===== src/rtl/instr_feeder_pkg.sv =====
// Shared constants, instruction field layout and FSM encoding for the instruction feeder.
package instr_feeder_pkg;

  localparam int unsigned WORD_W = 16;
  localparam int unsigned ADDR_W = 5;
  localparam int unsigned LEN_W  = 6;

  // Instruction word layout: III XXX YYY in bits [15:7]
  localparam int unsigned OP_HI = 15;
  localparam int unsigned OP_LO = 13;
  localparam int unsigned X_HI  = 12;
  localparam int unsigned X_LO  = 10;
  localparam int unsigned Y_HI  = 9;
  localparam int unsigned Y_LO  = 7;
  localparam int unsigned OP_W  = OP_HI - OP_LO + 1;

  localparam logic [OP_W-1:0] OP_MV  = 3'b000;
  localparam logic [OP_W-1:0] OP_MVI = 3'b001;
  localparam logic [OP_W-1:0] OP_ADD = 3'b010;
  localparam logic [OP_W-1:0] OP_SUB = 3'b011;

  typedef enum logic [2:0] {
    IDLE  = 3'd0,
    ISSUE = 3'd1,
    IMM   = 3'd2,
    WAIT  = 3'd3,
    HALT  = 3'd4,
    ERR   = 3'd5
  } state_t;

  // Extract the opcode field of an instruction word.
  function automatic logic [OP_W-1:0] opcode_of(input logic [WORD_W-1:0] word);
    return word[OP_HI:OP_LO];
  endfunction

endpackage


===== src/rtl/instr_feeder_prog_mem.sv =====
// Program memory: synchronous write, asynchronous read, contents survive reset.
module prog_mem
  import instr_feeder_pkg::*;
#(
  parameter int unsigned DEPTH = 32
) (
  input  logic              Clock,
  input  logic              we,
  input  logic [ADDR_W-1:0] waddr,
  input  logic [WORD_W-1:0] wdata,
  input  logic [ADDR_W-1:0] raddr,
  output logic [WORD_W-1:0] rd_data_c
);

  logic [WORD_W-1:0] mem [DEPTH];

  // Write port; deliberately no reset so programs persist across resets.
  always_ff @(posedge Clock) begin
    if (we) mem[waddr] <= wdata;
  end

  assign rd_data_c = mem[raddr];

endmodule


===== src/rtl/instr_feeder.sv =====
// Instruction feeder: streams program words to a processor, one instruction per Done handshake.
module instr_feeder
  import instr_feeder_pkg::*;
#(
  parameter int unsigned DEPTH   = 32,
  parameter int unsigned TIMEOUT = 15
) (
  input  logic              Clock,
  input  logic              Reset,
  input  logic              ProgWe,
  input  logic [ADDR_W-1:0] ProgAddr,
  input  logic [WORD_W-1:0] ProgData,
  input  logic [LEN_W-1:0]  ProgLen,
  input  logic              Start,
  input  logic              Done,
  output logic [WORD_W-1:0] DIN,
  output logic              Run,
  output logic              Busy,
  output logic              Halted,
  output logic              Error,
  output logic [ADDR_W-1:0] PC
);

  localparam int unsigned CNT_W = $clog2(TIMEOUT + 1);

  state_t             state;
  logic [LEN_W-1:0]   len_q;
  // One bit wider than PC so an mvi at address 31 of a full program still halts.
  logic [LEN_W-1:0]   pc_q;
  logic [CNT_W-1:0]   cnt;

  logic               wr_en_c;
  logic [ADDR_W-1:0]  rd_addr_c;
  logic [WORD_W-1:0]  rd_data_c;
  logic [WORD_W-1:0]  fetch_c;

  assign PC      = pc_q[ADDR_W-1:0];
  assign wr_en_c = ProgWe && !Busy && !Reset;

  prog_mem #(.DEPTH(DEPTH)) u_mem (
    .Clock     (Clock),
    .we        (wr_en_c),
    .waddr     (ProgAddr),
    .wdata     (ProgData),
    .raddr     (rd_addr_c),
    .rd_data_c (rd_data_c)
  );

  // Look-ahead fetch address: the word DIN will carry in the next state.
  always_comb begin
    rd_addr_c = '0;
    case (state)
      ISSUE:   rd_addr_c = pc_q[ADDR_W-1:0] + ADDR_W'(1);
      WAIT:    rd_addr_c = pc_q[ADDR_W-1:0];
      default: rd_addr_c = '0;
    endcase
  end

  // Forward a write landing on the same edge as Start so DIN matches the updated array.
  always_comb begin
    fetch_c = rd_data_c;
    if (wr_en_c && (ProgAddr == rd_addr_c)) fetch_c = ProgData;
  end

  // Sequencer FSM with timeout counter; all outputs registered alongside the state.
  always_ff @(posedge Clock) begin
    if (Reset) begin
      state  <= IDLE;
      len_q  <= '0;
      pc_q   <= '0;
      cnt    <= '0;
      DIN    <= '0;
      Run    <= 1'b0;
      Busy   <= 1'b0;
      Halted <= 1'b0;
      Error  <= 1'b0;
    end else begin
      Run <= 1'b0;
      DIN <= '0;
      case (state)
        IDLE, HALT, ERR: begin
          if (Start) begin
            len_q  <= ProgLen;
            pc_q   <= '0;
            cnt    <= '0;
            Error  <= 1'b0;
            if (ProgLen == '0) begin
              state  <= HALT;
              Halted <= 1'b1;
            end else begin
              state  <= ISSUE;
              Halted <= 1'b0;
              Busy   <= 1'b1;
              Run    <= 1'b1;
              DIN    <= fetch_c;
            end
          end
        end
        ISSUE: begin
          pc_q <= pc_q + LEN_W'(1);
          cnt  <= '0;
          if (opcode_of(DIN) == OP_MVI) begin
            state <= IMM;
            DIN   <= fetch_c;
          end else begin
            state <= WAIT;
          end
        end
        IMM: begin
          pc_q  <= pc_q + LEN_W'(1);
          cnt   <= '0;
          state <= WAIT;
        end
        WAIT: begin
          if (Done) begin
            if (pc_q >= len_q) begin
              state  <= HALT;
              Busy   <= 1'b0;
              Halted <= 1'b1;
            end else begin
              state <= ISSUE;
              Run   <= 1'b1;
              DIN   <= fetch_c;
            end
          end else if (cnt == CNT_W'(TIMEOUT)) begin
            state <= ERR;
            Busy  <= 1'b0;
            Error <= 1'b1;
          end else begin
            cnt <= cnt + CNT_W'(1);
          end
        end
        default: begin
          state <= IDLE;
          Busy  <= 1'b0;
        end
      endcase
    end
  end

endmodule

===== config.mk =====
export PLATFORM = sky130hd
export DESIGN_NAME = instr_feeder
export DESIGN_NICKNAME = d
export VERILOG_FILES = /design/src/rtl/instr_feeder_pkg.sv /design/src/rtl/instr_feeder_prog_mem.sv /design/src/rtl/instr_feeder.sv
export SDC_FILE = /design/constraint.sdc
export NUM_CORES = 1
export LEC_CHECK = 0
export BUFFER_PORTS_ARGS = -buffer_cell sky130_fd_sc_hd__buf_2
export CAP_MARGIN = 20
export CORE_MARGIN = 2
export CORE_UTILIZATION = 56
export CTS_BUF_LIST = sky130_fd_sc_hd__clkbuf_4 sky130_fd_sc_hd__clkbuf_8 sky130_fd_sc_hd__clkbuf_16
export DETAILED_ROUTE_END_ITERATION = 8
export PLACE_DENSITY = 0.78
export SYNTH_ARGS = -nofsm -noshare
export SYNTH_HDL_FRONTEND = slang
export SYNTH_SLANG_ARGS = --single-unit

===== constraint.sdc =====
create_clock -name Clock -period 2.75 [get_ports Clock]
set_input_delay 0.4125 -clock Clock [delete_from_list [all_inputs] [get_ports Clock]]
set_output_delay 0.4125 -clock Clock [all_outputs]
set_load 0.05 [all_outputs]

==> flow_summary.json, run 1 <==
{
  "status": "complete, no violations",
  "yosys.area.top_type": "edfxtp_1",
  "regToRegSetupSlack_ps": 50,
  "synth_edf_count": 512,
  "critPathKind": "reg -> reg",
  "detail_route.vias_per_cell": 6.462,
  "arrival_ps": 3210,
  "required_ps": 3260,
  "fin_nets": 1848,
  "reg2reg_depth": 11,
  "fin_crit_ps": 2702,
  "fmax_mhz": 370.1,
  "cts_tree": "yes",
  "dieArea_um2": 41320,
  "path_clk_slew_ps": 60,
  "cts-hold-fix-buffers": 0,
  "htree_levels": 2,
  "ios": 57,
  "p_leak_nw": 9.088,
  "initial_core_util_pct": 57.14,
  "dp.cells": 2270,
  "syn_inst": 1707,
  "synth.most_common_cell": "edfxtp_1",
  "synth_area_leaders": "edfxtp_1 69%, nand2_1 6.8%, a31oi_1 3.5%",
  "portBuffers": 56,
  "cp_max_fo": 46,
  "power_frac_comb_pct": 15.9,
  "critPathLaunchType": "register",
  "fin_cells": 2369,
  "grt_pass1_vias": 14673,
  "drive_gt1_share_pct": 16.15,
  "grt_max_degree": 92,
  "synth_area_per_cell_um2": 13.03,
  "grt_first_pass_wirelength_um": 86350,
  "seq_power_share_pct": 47.2,
  "ys_warn_count": 0,
  "async_reset_ff_share_pct": 0,
  "holdWs_ps": 66.22,
  "ys.flop_type": "edfxtp_1",
  "diodes": 0,
  "hold_depth": 3,
  "grt_setup_unrepaired": "yes",
  "ant_nets": 0,
  "synth.yosys.seq_area_share_pct": 72.65,
  "post_cts.repair.setup_buffers": 0,
  "setup_viol": 0,
  "hold_end": "len_q[3]",
  "syn_nets": 1747,
  "cts_buffer_depth": 3,
  "finalHoldViolCount": 0,
  "detail_route.wl_per_cell_um": 24.42,
  "hp-class": "in -> reg",
  "slew_headroom_pct": 52.73,
  "area_growth_pct": 15.46,
  "hold_path.startpoint": "ProgLen[3]",
  "powerDensity_nw_per_um2": 767.0,
  "skew_ps": 28.25,
  "setup_tns_ps": 0,
  "core_region_area_um2": 38920,
  "p_sw_w": 0.005245,
  "syn_area_um2": 22240,
  "drt_iter0_markers": 2178,
  "antenna_found_initial": 0,
  "grt-ovfl-total": 0,
  "fp.dieH_um": 203.3,
  "drv_cap": 0,
  "sw_frac_of_total_pct": 26.63,
  "clock_sinks": 551,
  "synth_common_cells": "512 x edfxtp_1, 403 x nand2_1, 132 x nand3_1, 125 x a31oi_1, 104 x clkbuf_1",
  "p_clk_share_pct": 36.9,
  "synth_top_area_share_pct": 69.14,
  "routed_wl_um": 57860,
  "hpwl_um": 33260,
  "ys_ff_latch": 551,
  "drc": 0,
  "row_count": 72,
  "rr_endpoint": "DIN[6]",
  "clk-insertion-delay-late_ps": 620,
  "first_pass_iters": 7,
  "irDropWorstVdd_mv": 0.5374,
  "layout_worst_path_cycle_share_pct": 98.25,
  "worstMarginPinSlew_ps": 709.0,
  "cts_made_buffers": 53,
  "worstReg2RegStart": "pc_q[1]",
  "dr_total_vias": 15308,
  "ys_types": 54,
  "gp_congestion": 0.8777,
  "endpoint_kind": "register",
  "cts-root-buf": "clkbuf_16",
  "power.internal_w": 0.01445,
  "dieWidth_um": 203.3,
  "total_power_w": 0.01969,
  "drv_slew": 0,
  "final_util_pct": 65.98,
  "grt_usage_pct": 27.85
}
## repair_timing
item	in CTS	in global routing
pin swaps	0	5
setup endpoints to repair	6	14
endpoints found under the hold margin	0	0
gates resized for setup	9	15
cloned	0	1
## critical path, stage by stage, from the launching register on
cell     delay [ps]
dfxtp_1         370
ha_1            260
mux2_2          290
and2_4          200
buf_16          210
buf_12          200
a31oi_1         140
a22oi_1         100
a32oi_1         310
a21oi_1         130
buf_4           150
a211o_1         220
## registers in the layout, indices dropped and copies added (netlist names), 3 cells and up
register / flops
DIN: 16
cnt: 4
len_q: 6
pc_q: 6
state: 3
u_mem.mem: 512
## cell type report
type / count / area (µm²)
sequential: 551 / 16160
fill: 2649 / 13240
clock inverter: 23 / 234.0
tap: 518 / 648.1
clock buffer: 75 / 1523
multi-input combinational: 1020 / 5625
timing repair buffer: 176 / 1468
inverter: 6 / 22.52
## layout by cell type, fill, tap and decap left out, types with 10 or more instances in the layout
| cell | n |
|---|---|
| a21boi_1 | 10 |
| clkbuf_4 | 17 |
| buf_12 | 19 |
| nor2_1 | 52 |
| buf_4 | 96 |
| edfxtp_1 | 512 |
| clkbuf_16 | 54 |
| dfxtp_1 | 39 |
| nand2_1 | 401 |
| nand3_1 | 132 |
| a31oi_1 | 125 |
| a21oi_1 | 44 |
| buf_2 | 56 |
| a22oi_1 | 62 |
| a211o_1 | 17 |
| a32oi_1 | 57 |
## cells by family (layout without fill, tap and decap cells)
logic type / after synthesis / after routing / synth area share (%)
fa+ha+maj: 8 / 8 / 0.4501
simple gates: 641 / 641 / 12.31
buf+inv: 136 / 280 / 2.554
mux: 3 / 3 / 0.1631
compound gates: 357 / 357 / 11.40
xor+xnor: 11 / 11 / 0.4670
flops: 551 / 551 / 72.65
## power by group through the flow
stage,Clock (W),Combinational [W],Sequential (W)
after detailed placement,0,0.00301,0.00948
after global routing,0.00767,0.00336,0.00930
after floorplan,0,0.00184,0.00956
after global placement,0,0.00292,0.00948
after CTS,0.00733,0.00305,0.00930
final,0.00726,0.00312,0.00930
## metal layers
metal,track usage (%),up-vias,wire [µm]
li1,-,6687,-
met1,37.85,7413,21430
met2,43.27,1044,27050
met3,6.008,164,6958
met4,13.30,0,2419
met5,0,-,0
## metrics by stage
step           setup slack [ps]  cell area (µm²)
2_1_floorplan            -13.25            22240
3_3_place_gp             -109.5            23810
3_5_place_dp             -137.6            23810
4_1_cts                   17.97            25590
5_1_grt                  -20.74            25680
6_report                  48.12            25680
## worst max-delay path by stage
stage | startpoint | endpoint | slack (ps) | depth (start not counted)
2_1_floorplan | Busy | u_mem.mem[20][0] | -10 | 4
3_3_place_gp | pc_q[0] | DIN[15] | -110 | 10
3_5_place_dp | pc_q[0] | DIN[15] | -140 | 10
4_1_cts | pc_q[0] | DIN[1] | 20 | 10
5_1_grt | pc_q[0] | DIN[6] | -20 | 11
6_report | pc_q[1] | DIN[6] | 50 | 11
Note: power is estimated with default switching activity, not from simulation.
==> run 2, diff against run 1 <==
SYNTH_HIERARCHICAL = 1   (was not set)
==> flow_summary.json, run 2 <==
{
  "fillers": 2628,
  "grt_pass1_vias": 12935,
  "cp_max_fo": 25,
  "drv_slew": 0,
  "status": "complete, but fails checks",
  "reg_top3": "u_mem/mem: 512 flops, DIN: 16 flops",
  "final.setup.worst_slack_ps": -3.536,
  "syn_area_um2": 22290,
  "cts_made_buffers": 53,
  "powerDensity_nw_per_um2": 850.3,
  "ys_ff_latch": 551,
  "finalHoldViolCount": 0,
  "area_growth_pct": 14.73,
  "synth.yosys.seq_area_share_pct": 72.47,
  "async_reset_ff_share_pct": 0,
  "worstMarginPinSlew_ps": 851.6,
  "synth-compound-area-share_pct": 6.595,
  "holdWs_ps": 69.18,
  "synthMuxAreaShare_pct": 11.58,
  "largest_reg_flops": 512,
  "endpoint_kind": "register",
  "path_clk_slew_ps": 60,
  "setup_viol": 1,
  "hold_depth": 3,
  "violations": "negative setup slack",
  "syn_nets": 1426,
  "synth_area_per_cell_um2": 16.08,
  "hpwl_um": 33160,
  "grt-ovfl-total": 0,
  "arrival_ps": 3230,
  "critPathKind": "reg -> reg",
  "layout_commonest_cell": "edfxtp_1",
  "ys.flop_type": "edfxtp_1",
  "ios": 57,
  "clock_sinks": 551,
  "routed_wl_um": 54470,
  "fmax_mhz": 363.2,
  "required_ps": 3230,
  "cts_tree": "yes",
  "layout_worst_path_cycle_share_pct": 100.1,
  "regMostFlops": "u_mem/mem",
  "synth_top_family_by_area": "multiplexers",
  "synth_area_leaders": "edfxtp_1 69%, mux2i_1 12%, dfxtp_1 3.5%",
  "gp_congestion": 0.9027,
  "dpl_worst_slack_ps": -340.4,
  "p_leak_nw": 8.467,
  "dieArea_um2": 41420,
  "synth_common_cells": "512 x edfxtp_1, 258 x mux2i_1, 68 x a21oi_1, 64 x a22oi_1, 58 x nand3_1",
  "initial_core_util_pct": 56.37,
  "synth-simple-area-share_pct": 5.405,
  "synth_edf_count": 512,
  "fin_crit_ps": 2754,
  "cts-hold-fix-buffers": 0,
  "ant_nets": 0,
  "critPathLaunchType": "register",
  "detail_route.vias_per_cell": 6.348,
  "first_pass_iters": 6,
  "drc": 0,
  "diodes": 0,
  "regToRegSetupSlack_ps": -4,
  "dpl_cell_area_um2": 23610,
  "hp-class": "in -> reg",
  "irDropWorstVdd_mv": 0.5704,
  "synth-xor-area-share_pct": 0.4266,
  "skew_ps": 31.60,
  "grt_max_degree": 65,
  "detail_route.wl_per_cell_um": 26.07,
  "grt_usage_pct": 26.04,
  "drv_cap": 0,
  "clk-insertion-delay-late_ps": 610,
  "drive_gt1_share_pct": 18.86,
  "row_count": 73,
  "drt_iter0_markers": 1474,
  "yosys.area.top_type": "edfxtp_1",
  "synth_top_area_share_pct": 68.97,
  "antenna_found_initial": 0,
  "stdcell_area_um2": 25580,
  "cts-root-buf": "clkbuf_16",
  "reg2reg_depth": 12,
  "grt_first_pass_wirelength_um": 79820,
  "slew_headroom_pct": 43.23,
  "fp.dieH_um": 203.5,
  "core_region_area_um2": 39550,
  "synth_fa_ha_area_share_pct": 0.4490,
  "dr_total_vias": 13260,
  "htree_levels": 2,
  "syn_inst": 1386,
  "final_cell_mix": "512 x edfxtp_1, 257 x mux2i_1, 84 x buf_4, 65 x a21oi_1, 64 x a22oi_1",
  "ys_warn_count": 6,
  "dieWidth_um": 203.5,
  "cts_buffer_depth": 3,
  "ys_types": 54,
  "synth.most_common_cell": "edfxtp_1",
  "fin_nets": 1562,
  "portBuffers": 56
}
## run 2: through the flow
stage / util (%) / setup TNS, ps / power [W] / cells
3_3_place_gp: 59.70 / -1620 / 0.01461 / 1983
5_1_grt: 64.67 / -301.3 / 0.02244 / 2089
4_1_cts: 64.12 / 0 / 0.02148 / 2080
2_1_floorplan: - / 0 / 0.01351 / 1386
3_5_place_dp: 59.70 / -2327 / 0.01468 / 1983
6_report: 64.67 / -3.536 / 0.02175 / 2089
## run 2: critical path: stages, from the launching register on
cell and delay (ps):
dfxtp_1 340, ha_2 220, nand2b_1 70, xnor2_1 190
and2_2 280, nor2b_4 260, buf_12 230, buf_4 200
a22oi_1 150, a31oi_2 300, nand3_1 130, o21ai_0 130
a21oi_1 120
## run 2: logic make-up after synthesis
logic type | Yosys count
flops | 551
xor+xnor | 10
mux | 258
compound gates | 220
buf+inv | 95
fa+ha+maj | 8
simple gates | 244
## run 2: where the power goes
part           internal (W)  switching (W)
Sequential          0.00931       0.000109
Clock               0.00378        0.00302
Combinational       0.00226        0.00326
## run 2: area by class of cell
cell class / count / area (µm²) / area share (%)
Inverter: 9 / 33.78 / 0.1321
Multi-Input combinational cell: 740 / 5645 / 22.07
Tap cell: 525 / 656.9 / 2.568
Clock buffer: 70 / 1479 / 5.782
Sequential cell: 551 / 16160 / 63.17
Timing Repair Buffer: 167 / 1454 / 5.685
Clock inverter: 27 / 150.1 / 0.5871
## run 2: final timing paths
path,to,from
hold reg to reg,len_q[2],len_q[2]
setup reg to reg,DIN[1],pc_q[1]
hold / removal,len_q[4],ProgLen[4]
setup / recovery,DIN[1],pc_q[1]
## run 2: timing repair
action	CTS	global route
setup buffers	0	7
gates cloned	0	3
gates resized for setup	22	20
pin swaps	0	2
setup endpoints to repair	12	14
## run 2: routing by layer
layer	GRT usage (%)	part of all wire (%)	vias up
met5	0	0	-
met4	11.16	4.3	0
met3	5.545	10	136
met2	41.36	48	826
met1	35.10	38	6590
li1	-	-	5708
